<file path="src/rtl/keypad_pkg.sv">
// Shared types and the key layout for the 4x4 keypad scanner.
package keypad_pkg;

  typedef struct packed {
    logic       valid;
    logic [3:0] code;
  } key_res_t;

  localparam key_res_t KEY_NONE = '{valid: 1'b0, code: 4'h0};

  // Indexed by {row, col}; entry 0 is the top-left key.
  localparam logic [15:0][3:0] KEY_MAP = {
    4'hD, 4'hE, 4'hF, 4'h0,
    4'hC, 4'h9, 4'h8, 4'h7,
    4'hB, 4'h6, 4'h5, 4'h4,
    4'hA, 4'h3, 4'h2, 4'h1
  };

endpackage

</file>
<file path="src/rtl/keypad_scanner_row_sync.sv">
// Two-flop synchronizer for the active-low keypad row lines.
module row_sync (
  input  logic       clk,
  input  logic       rst,
  input  logic [3:0] d_i,
  output logic [3:0] q_o
);

  logic [3:0] meta_q;
  logic [3:0] sync_q;

  always_ff @(posedge clk or posedge rst) begin
    if (rst) begin
      meta_q <= 4'hF;
      sync_q <= 4'hF;
    end else begin
      meta_q <= d_i;
      sync_q <= meta_q;
    end
  end

  assign q_o = sync_q;

endmodule

</file>
<file path="src/rtl/keypad_scanner.sv">
// Column-scanning 4x4 keypad reader with frame-level debounce and
// single-cycle key_valid strobes for each accepted press.
module keypad_scanner
  import keypad_pkg::*;
#(
  parameter int SCAN_CYCLES     = 100000,
  parameter int DEBOUNCE_FRAMES = 5
) (
  input  logic       clk,
  input  logic       rst,
  input  logic [3:0] rows,
  output logic [3:0] cols,
  output logic [3:0] key_code,
  output logic       key_valid,
  output logic       key_held,
  output logic       multi_key
);

  localparam int CYC_W = $clog2(SCAN_CYCLES);
  localparam int CNT_W = $clog2(DEBOUNCE_FRAMES + 1);
  localparam logic [CYC_W-1:0] CYC_LAST = CYC_W'(SCAN_CYCLES - 1);
  localparam logic [CNT_W-1:0] CNT_MAX  = CNT_W'(DEBOUNCE_FRAMES);

  logic [3:0] rows_sync;

  row_sync u_row_sync (
    .clk (clk),
    .rst (rst),
    .d_i (rows),
    .q_o (rows_sync)
  );

  logic [CYC_W-1:0] cyc_q, cyc_d;
  logic [1:0]       col_q, col_d;
  logic [1:0]       acc_cnt_q, acc_cnt_d;
  logic [3:0]       acc_code_q, acc_code_d;
  logic             frame_done_q, frame_done_d;
  key_res_t         frame_res_q, frame_res_d;
  logic             frame_multi_q, frame_multi_d;
  key_res_t         prev_res_q, prev_res_d;
  logic [CNT_W-1:0] stable_cnt_q, stable_cnt_d;
  logic [3:0]       key_code_q, key_code_d;
  logic             key_valid_q, key_valid_d;
  logic             key_held_q, key_held_d;
  logic             multi_q, multi_d;

  logic [2:0] col_hits;
  logic [3:0] col_code;
  logic [2:0] sum_hits;
  logic [1:0] sat_hits;
  logic [3:0] merged_code;
  logic [CNT_W-1:0] cnt_next;

  // Keys seen in the column currently being sampled.
  always_comb begin
    col_hits = '0;
    col_code = '0;
    for (int r = 0; r < 4; r++) begin
      if (!rows_sync[r]) begin
        col_hits = col_hits + 3'd1;
        col_code = KEY_MAP[{2'(r), col_q}];
      end
    end
  end

  // The accumulator only needs to tell 0, 1 and "more than one" apart.
  assign sum_hits    = {1'b0, acc_cnt_q} + col_hits;
  assign sat_hits    = (sum_hits > 3'd2) ? 2'd2 : sum_hits[1:0];
  assign merged_code = (col_hits != 3'd0) ? col_code : acc_code_q;

  always_comb begin
    cyc_d         = cyc_q;
    col_d         = col_q;
    acc_cnt_d     = acc_cnt_q;
    acc_code_d    = acc_code_q;
    frame_done_d  = 1'b0;
    frame_res_d   = frame_res_q;
    frame_multi_d = frame_multi_q;
    prev_res_d    = prev_res_q;
    stable_cnt_d  = stable_cnt_q;
    key_code_d    = key_code_q;
    key_valid_d   = 1'b0;
    key_held_d    = key_held_q;
    multi_d       = multi_q;
    cnt_next      = stable_cnt_q;

    if (cyc_q == CYC_LAST) begin
      cyc_d = '0;
      col_d = col_q + 2'd1;
      if (col_q == 2'd3) begin
        frame_done_d  = 1'b1;
        frame_res_d   = (sat_hits == 2'd1) ? key_res_t'{valid: 1'b1, code: merged_code} : KEY_NONE;
        frame_multi_d = (sat_hits == 2'd2);
        acc_cnt_d     = '0;
        acc_code_d    = '0;
      end else begin
        acc_cnt_d  = sat_hits;
        acc_code_d = merged_code;
      end
    end else begin
      cyc_d = cyc_q + 1'b1;
    end

    if (frame_done_q) begin
      multi_d    = frame_multi_q;
      prev_res_d = frame_res_q;
      if (frame_res_q == prev_res_q) begin
        cnt_next = (stable_cnt_q == CNT_MAX) ? CNT_MAX : stable_cnt_q + 1'b1;
      end else begin
        cnt_next = CNT_W'(1);
      end
      stable_cnt_d = cnt_next;
      if (cnt_next == CNT_MAX) begin
        if (frame_res_q.valid) begin
          if (!key_held_q || (frame_res_q.code != key_code_q)) begin
            key_code_d  = frame_res_q.code;
            key_held_d  = 1'b1;
            key_valid_d = 1'b1;
          end
        end else begin
          key_held_d = 1'b0;
        end
      end
    end
  end

  always_ff @(posedge clk or posedge rst) begin
    if (rst) begin
      cyc_q         <= '0;
      col_q         <= '0;
      acc_cnt_q     <= '0;
      acc_code_q    <= '0;
      frame_done_q  <= 1'b0;
      frame_res_q   <= KEY_NONE;
      frame_multi_q <= 1'b0;
      prev_res_q    <= KEY_NONE;
      stable_cnt_q  <= '0;
      key_code_q    <= '0;
      key_valid_q   <= 1'b0;
      key_held_q    <= 1'b0;
      multi_q       <= 1'b0;
    end else begin
      cyc_q         <= cyc_d;
      col_q         <= col_d;
      acc_cnt_q     <= acc_cnt_d;
      acc_code_q    <= acc_code_d;
      frame_done_q  <= frame_done_d;
      frame_res_q   <= frame_res_d;
      frame_multi_q <= frame_multi_d;
      prev_res_q    <= prev_res_d;
      stable_cnt_q  <= stable_cnt_d;
      key_code_q    <= key_code_d;
      key_valid_q   <= key_valid_d;
      key_held_q    <= key_held_d;
      multi_q       <= multi_d;
    end
  end

  assign cols      = ~(4'b0001 << col_q);
  assign key_code  = key_code_q;
  assign key_valid = key_valid_q;
  assign key_held  = key_held_q;
  assign multi_key = multi_q;

endmodule

</file>
<file path="config.mk">
export PLATFORM = sky130hd
export DESIGN_NAME = keypad_scanner
export DESIGN_NICKNAME = d
export VERILOG_FILES = /design/src/rtl/keypad_pkg.sv /design/src/rtl/keypad_scanner_row_sync.sv /design/src/rtl/keypad_scanner.sv
export SDC_FILE = /design/constraint.sdc
export NUM_CORES = 1
export LEC_CHECK = 0
export BUFFER_PORTS_ARGS = -buffer_cell sky130_fd_sc_hd__buf_2
export CELL_PAD_IN_SITES_DETAIL_PLACEMENT = 1
export CELL_PAD_IN_SITES_GLOBAL_PLACEMENT = 2
export CORE_AREA = 2 2 88 99
export DETAILED_ROUTE_END_ITERATION = 8
export DIE_AREA = 0 0 90 101
export GPL_TIMING_DRIVEN = 0
export PLACE_DENSITY = 0.68
export SETUP_SLACK_MARGIN = 0.3
export SLEW_MARGIN = 20
export SYNTH_ARGS = -nofsm -noshare
export SYNTH_HDL_FRONTEND = slang
export SYNTH_SLANG_ARGS = --single-unit
</file>
<file path="constraint.sdc">
create_clock -name clk -period 6.1 [get_ports clk]
set_input_delay 0.61 -clock clk [delete_from_list [all_inputs] [get_ports clk]]
set_output_delay 0.61 -clock clk [all_outputs]
set_load 0.1 [all_outputs]
</file>
; ---- Yosys cells after proc, flatten, opt, wreduce, memory -nomap -nowiden
; Cells that the tools add are included.
[classes]
n_addsub = 7
n_lt_le_gt_ge = 5
n_eq_ne = 9
shifts = 1
mux = 33
n_bitwise = 1
reduce_logical = 6
[ops]
columns = cell, n
row1 = $mux W4, 10
row2 = $bmux W4 S2, 4
row3 = $mux W3, 6
row4 = $add A17 B1 Y17 const B, 1
row5 = $eq A17 B17 Y1 const B, 1
row6 = $mux W17, 1
row7 = $add A3 B1 Y3 const B, 4
row8 = $lt A4 B5 Y1 const B, 2
row9 = $mux W1, 9
row10 = $eq A3 B3 Y1 const B, 2
row11 = $eq A5 B5 Y1, 1
row12 = $lt A2 B5 Y1 const B, 1
row13 = $lt A3 B5 Y1 const B, 1
row14 = $mux W5, 1
row15 = $eq A2 B2 Y1 const B, 2
row16 = $mux W2, 2
row17 = $ne A4 B4 Y1, 1
row18 = $not A4 Y4, 1
row19 = $reduce_and A4 Y1, 1
row20 = $shl A1 B2 Y4 const A, 1
row21 = $add A2 B3 Y3, 1
row22 = $gt A3 B2 Y1 const B, 1
row23 = $reduce_and A3 Y1, 1
row24 = $reduce_bool A3 Y1, 1
row25 = 6 further kinds, 6
[word_totals]
reg_bits = 55
input_bits = 6
out_inout_bits = 11
word_cells = 79

; ---- Depth between registers and ports, before layout
; Gate-level depths: netlist (run 1).
[depth]
word_depth = 12
mapped_depth = 12
depth_no_buf = 12

; ---- Cells and area by module
; A second synthesis (run 1) with hierarchy kept.
[hier_totals]
hier_cells = 248
hier_area_um2 = 2746.4
[modules_own_cells]
columns = mod, instances, cells_per_inst, area_each_um2, seq_area_each_um2
row1 = keypad_scanner, 1, 239, 2532.4, 1176.1
row2 = row_sync, 1, 9, 214.0, 210.2

; ---- Least setup slack after synthesis (run 1)
; OpenSTA, ideal clock, no wires.
[synth_path]
kind = register to register
from = register u_row_sync.sync_q[1] (netlist: u_row_sync.q_o[1])
to = register frame_res_q[0] (netlist name)
setup_time_ns = 0.077
arrival_time_ns = 2.880
required_ns = 6.023
path_slack_ns = 3.142
stages_incl_launch_ff = 12
n_path_buf = 0
period_less_slack_ns = 2.958
cell_sequence = dfstp_2 -> inv_1 -> ha_1 -> xnor2_1 -> ha_1 -> nor2_1 -> a31oi_1 -> fa_1 -> xnor3_1 -> nor3b_1 -> nand3_1 -> o21ai_1
[synth_between]
elab_chain_cells = 10
word_cells_on_any_way = 15
cone_classes = 3 x add/sub / 1 x order compare / 1 x eq/ne / 9 x mux / 1 x reduce/logical
[synth_rtl]
columns = element, line
row1 = "start, declared", keypad_scanner_row_sync.sv:10  ; logic [3:0] sync_q;
row2 = "start signal, assigned", keypad_scanner_row_sync.sv:18  ; sync_q <= meta_q;
row3 = $mux W3, keypad_scanner.sv:59  ; if (!rows_sync[r]) begin
row4 = $add A3 B1 Y3, keypad_scanner.sv:60  ; col_hits = col_hits + 3'd1;
row5 = $mux W3, keypad_scanner.sv:59
row6 = $add A3 B1 Y3, keypad_scanner.sv:60
row7 = $mux W3, keypad_scanner.sv:59
row8 = $add A2 B3 Y3, keypad_scanner.sv:67  ; assign sum_hits = {1'b0, acc_cnt_q} + col_hits;
row9 = $gt A3 B2 Y1, keypad_scanner.sv:68  ; assign sat_hits = (sum_hits > 3'd2) ? 2'd2 : sum_hits[1:0];
row10 = $mux W2, keypad_scanner.sv:68
row11 = $eq A2 B1 Y1, keypad_scanner.sv:92  ; frame_res_d = (sat_hits == 2'd1) ? key_res_t'{valid: 1'b1, code: merged_code} : KEY_NONE;
row12 = $mux W5 *, keypad_scanner.sv:92
row13 = "end signal, assigned", keypad_scanner.sv:148  ; frame_res_q <= frame_res_d;
row14 = "end, declared", keypad_scanner.sv:38  ; key_res_t frame_res_q, frame_res_d;
; Every way passes the cells marked *; elsewhere a longest branch is shown, timed or not.
; A chain may end at the register's enable or synchronous reset.

; ---- Final worst setup path (run 1)
; Ends and elaborated chain as after synthesis.

==> results of run 1 <==
==> metal layers <==
metal	vias up	track usage [%]
li1	942	-
met1	957	16.50
met2	21	24.41
met3	6	2.543
met4	0	4.615
met5	-	0
==> worst paths after layout <==
kind | startpoint | end | cells past startpoint
max | u_row_sync.q_o[1] | frame_res_q[0] | 11
min | rst | cyc_q[6] | 2
max reg2reg | u_row_sync.q_o[1] | frame_res_q[0] | 11
min reg2reg | u_row_sync.meta_q[3] | u_row_sync.q_o[3] | 0
max in group asynchronous | rst | u_row_sync.q_o[2] | 3
min in group clk | u_row_sync.meta_q[3] | u_row_sync.q_o[3] | 0
==> cell usage in the layout (no fill, tap or decap), types with 2 or more instances in the layout <==
cell      instances
a21boi_0          2
a21oi_1           4
a31oi_1           4
buf_2            18
clkbuf_1          4
clkbuf_8          5
clkinv_4          2
dfrtp_1          47
dfstp_2           8
ha_1              9
inv_1            23
mux2_2            6
mux2i_1           8
nand2_1          21
nand2b_1          7
nand3_1          10
nand3b_1          3
nand4_1           5
nor2_1           15
nor2b_1           5
nor3_1            3
nor4_4            2
o21ai_0          11
o21ai_1           7
o22ai_1           5
xnor2_1          13
xor2_1           10
==> layout make-up <==
cell class	instances	area (um2)	area share (%)
inverters	25	96.34	3.105
repair buffers	17	100.1	3.226
clock inverters	3	25.02	0.8065
multi-input cells	176	1262	40.69
well taps	111	138.9	4.476
flip-flops and latches	55	1386	44.68
clock buffers	5	68.82	2.218
plain buffers	6	25.02	0.8065
==> power groups by stage <==
stage | registers, W | logic, W | clock network (W)
after floorplan | 0.000378 | 0.0000316 | 0
after global placement | 0.000378 | 0.0000412 | 0
after detailed placement | 0.000378 | 0.0000437 | 0
final | 0.000371 | 0.0000425 | 0.000210
after global routing | 0.000372 | 0.0000498 | 0.000237
after CTS | 0.000371 | 0.0000438 | 0.000221
==> synthesized netlist by cell type (2+ instances only) <==
| cell | n | area, um2 |
|---|---|---|
| dfrtp_1 | 47 | 1176 |
| inv_1 | 24 | 90.09 |
| nand2_1 | 21 | 78.83 |
| nor2_1 | 15 | 56.30 |
| xnor2_1 | 13 | 113.9 |
| o21ai_0 | 11 | 55.05 |
| nand3_1 | 10 | 50.05 |
| xor2_1 | 10 | 87.58 |
| ha_1 | 9 | 112.6 |
| dfstp_2 | 8 | 210.2 |
| mux2i_1 | 8 | 80.08 |
| nand2b_1 | 7 | 43.79 |
| o21ai_1 | 7 | 35.03 |
| mux2_2 | 6 | 67.56 |
| nand4_1 | 5 | 31.28 |
| nor2b_1 | 5 | 31.28 |
| o22ai_1 | 5 | 31.28 |
| a21oi_1 | 4 | 20.02 |
| a31oi_1 | 4 | 25.02 |
| clkbuf_1 | 4 | 15.01 |
| nand3b_1 | 3 | 22.52 |
| nor3_1 | 3 | 15.01 |
| a21boi_0 | 2 | 15.01 |
| buf_2 | 2 | 10.01 |
| nor4_4 | 2 | 42.54 |
==> cells by family (layout without fill, tap and decap cells) <==
kind of cell,Yosys count,after routing,share of synthesized area (%)
xor+xnor,24,24,8.092
simple gates,86,86,17.95
fa+ha+maj,10,10,4.792
buf+inv,31,56,4.295
flops,55,55,50.09
compound gates,41,41,9.042
mux,15,15,5.741
==> critical path, cell delays in order (launching register included) <==
cell	delay [ns]
dfstp_2	0.59
inv_1	0.07
ha_1	0.36
xnor2_1	0.26
ha_1	0.27
nor2_1	0.09
a31oi_1	0.08
fa_1	0.41
xnor3_1	0.39
nor3b_1	0.30
nand3_1	0.23
o21ai_1	0.18
==> flip-flops by register name, indices dropped and copies added (netlist names) <==
name               flops
key_valid              1
frame_multi_q          1
prev_res_q             5
u_row_sync.q_o         4
frame_done_q           1
key_code               4
acc_code_q             4
cyc_q                 17
col_q                  2
u_row_sync.meta_q      4
acc_cnt_q              2
key_held               1
frame_res_q            5
multi_key              1
stable_cnt_q           3
==> metrics by stage <==
stage	utilization (%)	cell area [um2]	hold WS [ns]
final	38.10	3103	0.2075
after CTS	38.10	3103	0.2055
after floorplan	-	2768	0.3452
after detailed placement	36.94	3009	0.3470
after global placement	36.67	2987	0.3456
after global routing	38.10	3103	0.2074
==> impl_results.md, run 1 <==
* DP Worst Slack at 2.777 ns
* Lkg Pwr at 1.408 nW
* Startpoint types: flip-flop
* Syn nets at ~280
* Clock power share at 33.7%
* Wire per inst at approximately 14 um
* Final wirelength at ~5400 um
* Maximum VDD drop at approximately 73 uV
* Non-filler cells, final at roughly 400
* Seq/Total Area, Yosys at 50.09%
* Status: finished clean
* CP required at approximately 6.4 ns
* CTS Sinks at 55
* Slew headroom at around 54%
* Post-route DRC at 0
* Worst Tran Pin Value at a little under 0.7 ns
* Element type at the critical path end: flip-flop
* Std-Cell Rows at 35
* Area delta synth->final at 12.12%
* Initial Util at between 30% and 40%
* Drt via density at approximately 4.8
* Vias in the first global route at ~2100
* Post-placement cell count at 390
* Reg clk slew, reported paths at between 0.1 and 0.15 ns
* Skew final at roughly 0.0074 ns
* Die ar. at between 9000 and 10000 um2
* Worst Path Arrival at roughly 3.5 ns
* Gate power share at 6.8%
* Nets at between 300 and 400
* Ys async rst share at 100.0%
* Max Cap Violations at 0
* Maximum root-to-sink buffer count at 2
* Fmax at approximately 0.31 GHz
* Pins Over Slew Limit at 0
* Grt total ovfl at 0
* Final setup viols at 0
* CTS Root Cell: clkbuf_8
* Syn_area_per_cell at between 10 and 15 um2
* Sw Pwr at 0.0001555 W
* Clk Latency, worst-skew pair at about 0.32 ns
* First-pass GRT wire length at 10010 um
* Setup Crit Path Kind: reg -> reg
* Post-synth top flop: dfrtp_1
* PortBufs at 16
* YS warnings at 0
* Final Total Pwr at 0.0006239 W
* DP HPWL at 3961 um
* Final hold viol count at 0
* Post-synth cell types at 52
* Htree depth at 2
* Hold WC Path Type: in -> async
* Pwr Density at about 200 nW/um2
* Post-DRT Antenna Nets at 0
* Syn Inst Count at 262
* Pint at between 0.0004 and 0.0005 W
* # hold bufs at CTS at 0
* Number of synthesized flops with an enable pin at 0
* Metal2 WL at 2759 um
* TritonCTS clock tree: built
* Setup WS post-layout at ~2.8 ns
* Synth Register Bits at 55
* TNS Setup at 0 ns
* Post-route minimum period at approximately 3.3 ns
* Initial antenna violation count at 0
* Area of the mapped netlist at 2768 um2
* Drt pass-1 iters at 4
* Switching share of power at 24.92%
* Post-CTS Setup Repair Bufs at 0
* M1 WL at approximately 2500 um
* TritonCTS buffer count at 5
* Met3 wire len at around 140 um
* DRT iter0 DRCs at 91
* Vias at slightly below 2000
* Core ar. at between 8000 and 9000 um2
* Crit share post-route at a little over half
* # diodes at 0
* Reg2Reg Setup Slack at approximately 2.8 ns
* Total Routing Usage GR at approximately 14%
* Die width at approximately 90 um
* Seq pwr share at 59.5%
* Fillers at roughly 940
* Largest net degree at the start of global routing at 42
* Share of cells above drive strength 1 at approximately 18%
* RSZ-0062 raised after global routing: false
* Die H at 101 um
* Resized cells post-CTS at 0
* IO Pins at 17
* Final GP Congestion at 0.7076
* Max FO, Critical Path at 6
* Top Metal Used: met4
Power figures use the tool's default switching activity.
==> run 2, diff against run 1 <==
- clock period: 6.1 -> 3.24 ns (I/O delays scaled with it)
==> impl_results.md, run 2 (synthesis results as in run 1) <==
* Clk Latency, worst-skew pair at between 0.3 and 0.4 ns
* Vias in the first global route at 2025
* Fillers at around 940
* Setup Crit Path Kind: reg -> reg
* TNS Setup at 0 ns
* Fmax at between 0.3 and 0.4 GHz
* Slew headroom at between 50% and 60%
* Status: finished clean
* Nets at 307
* CTS Sinks at 55
* DRT iter0 DRCs at 68
* RSZ-0062 raised after global routing: false
* Core ar. at roughly 8100 um2
* Layout Cell Area excl Fill at approximately 3200 um2
* Die ar. at just over 9000 um2
* Final core utilization at 39.57%
* Maximum VDD drop at approximately 170 uV
* Initial antenna violation count at 0
* Vias at ~1900
* Worst Tran Pin Value at 0.6427 ns
* PortBufs at 16
* TritonCTS clock tree: built
* CTS Root Cell: clkbuf_8
* Post-route DRC at 0
* Skew final at about 0.010 ns
* Std-Cell Rows at 35
* Final setup viols at 0
* CP required at roughly 3.5 ns
* Most frequent cells in the layout: dfrtp_1, inv_1, nand2_1
* Final GP Congestion at slightly above 0.7
* Die H at about 100 um
* Total Routing Usage GR at between 10% and 20%
* Htree depth at 2
* Area of placed instances at between 3000 and 4000 um2
* Post-route minimum period at 2.737 ns
* Crit share post-route at about 84%
* Area delta synth->final at 16.46%
* Die width at 90 um
* Final Total Pwr at roughly 0.0012 W
* Initial Util at between 30 and 40%
* Element type at the critical path end: flip-flop
* Share of cells above drive strength 1 at between 20 and 25%
* IO Pins at 17
* Largest reg by FF count: cyc_q
* Maximum root-to-sink buffer count at 2
* Final wirelength at about 5400 um
* Reg clk slew, reported paths at 0.09 ns
* Drt via density at about 4.8
* Hold WC Path Type: in -> reg
* Largest registers: cyc_q (17), frame_res_q (5), prev_res_q (5)
* Largest register FFs at 17
* # diodes at 0
* Lkg Pwr at about 1.5 nW
* Final hold viol count at 0
* Largest net degree at the start of global routing at 48
* Worst Path Arrival at just under 3 ns
* Startpoint types: flip-flop
* Pwr Density at a little under 400 nW/um2
* Wire per inst at between 10 and 15 um
* Most common cell after layout, fill and taps aside: dfrtp_1
* First-pass GRT wire length at between 9000 and 10000 um
* Pins Over Slew Limit at 0
* Post-DRT Antenna Nets at 0
* Max Cap Violations at 0
* TritonCTS buffer count at 5
* Max FO, Critical Path at 5
* Drt pass-1 iters at 4
* Grt total ovfl at 0
* DP HPWL at 3911 um
## run 2: per-stage QoR
stage          setup WS [ns]  cells  hold WS [ns]
3_3_place_gp         0.07078    389        0.3462
5_1_grt               0.2987    402        0.1001
4_1_cts               0.3462    398        0.1045
2_1_floorplan         0.3437    262        0.3285
6_report              0.5028    402        0.1140
3_5_place_dp         0.01235    390        0.2411
## run 2: worst paths after layout
path | slack [ns] | from | endpoint | cells after the start
min in group asynchronous | 0.46 | rst | stable_cnt_q[2] | 3
min | 0.11 | rows[0] | u_row_sync.meta_q[0] | 1
max reg2reg | 0.50 | u_row_sync.q_o[0] | frame_res_q[0] | 11
max in group asynchronous | 2.27 | rst | u_row_sync.q_o[3] | 4
min reg2reg | 0.36 | u_row_sync.meta_q[3] | u_row_sync.q_o[3] | 0
max | 0.50 | u_row_sync.q_o[0] | frame_res_q[0] | 11
## run 2: report_power, final
part | switching [W] | internal (W)
Sequential | 0.00000333 | 0.000695
Clock | 0.000213 | 0.000227
Combinational | 0.0000543 | 0.0000469
## run 2: what timing repair did
action | 4_1_cts | 5_1_grt
resized for setup | 3 | 11
setup endpoints to repair | 6 | 9
cloned | 0 | 0
hold buffers | 1 | 0
pin swaps | 2 | 8
buffers inserted | 0 | 4
endpoints found under the hold margin | 8 | 0
## run 2: cell type report
class	count	area, um2	share of cell area [%]
repair buffers	22	147.6	4.581
multi-input cells	176	1324	41.07
inverters	25	96.34	2.989
well taps	111	138.9	4.309
plain buffers	6	27.53	0.8540
clock buffers	6	72.57	2.252
clock inverters	1	30.03	0.9317
flip-flops and latches	55	1386	43.01
## run 2: per-layer routing
layer / track usage (%) / wire length (um) / vias to the layer above
li1: - / - / 951
met1: 16.71 / 2521 / 952
met2: 23.48 / 2689 / 21
met3: 2.468 / 137 / 5
met4: 3.550 / 61 / 0
met5: 0 / 0 / -
## run 2: critical path, cell delays in order (launching register included)
cell and delay (ns):
dfstp_2 0.55, inv_1 0.07, ha_4 0.31, xnor2_4 0.12
ha_1 0.24, nor2_1 0.13, a31oi_2 0.07, fa_2 0.36
xnor3_1 0.22, nor3b_2 0.26, nand3_2 0.18, o21ai_1 0.16
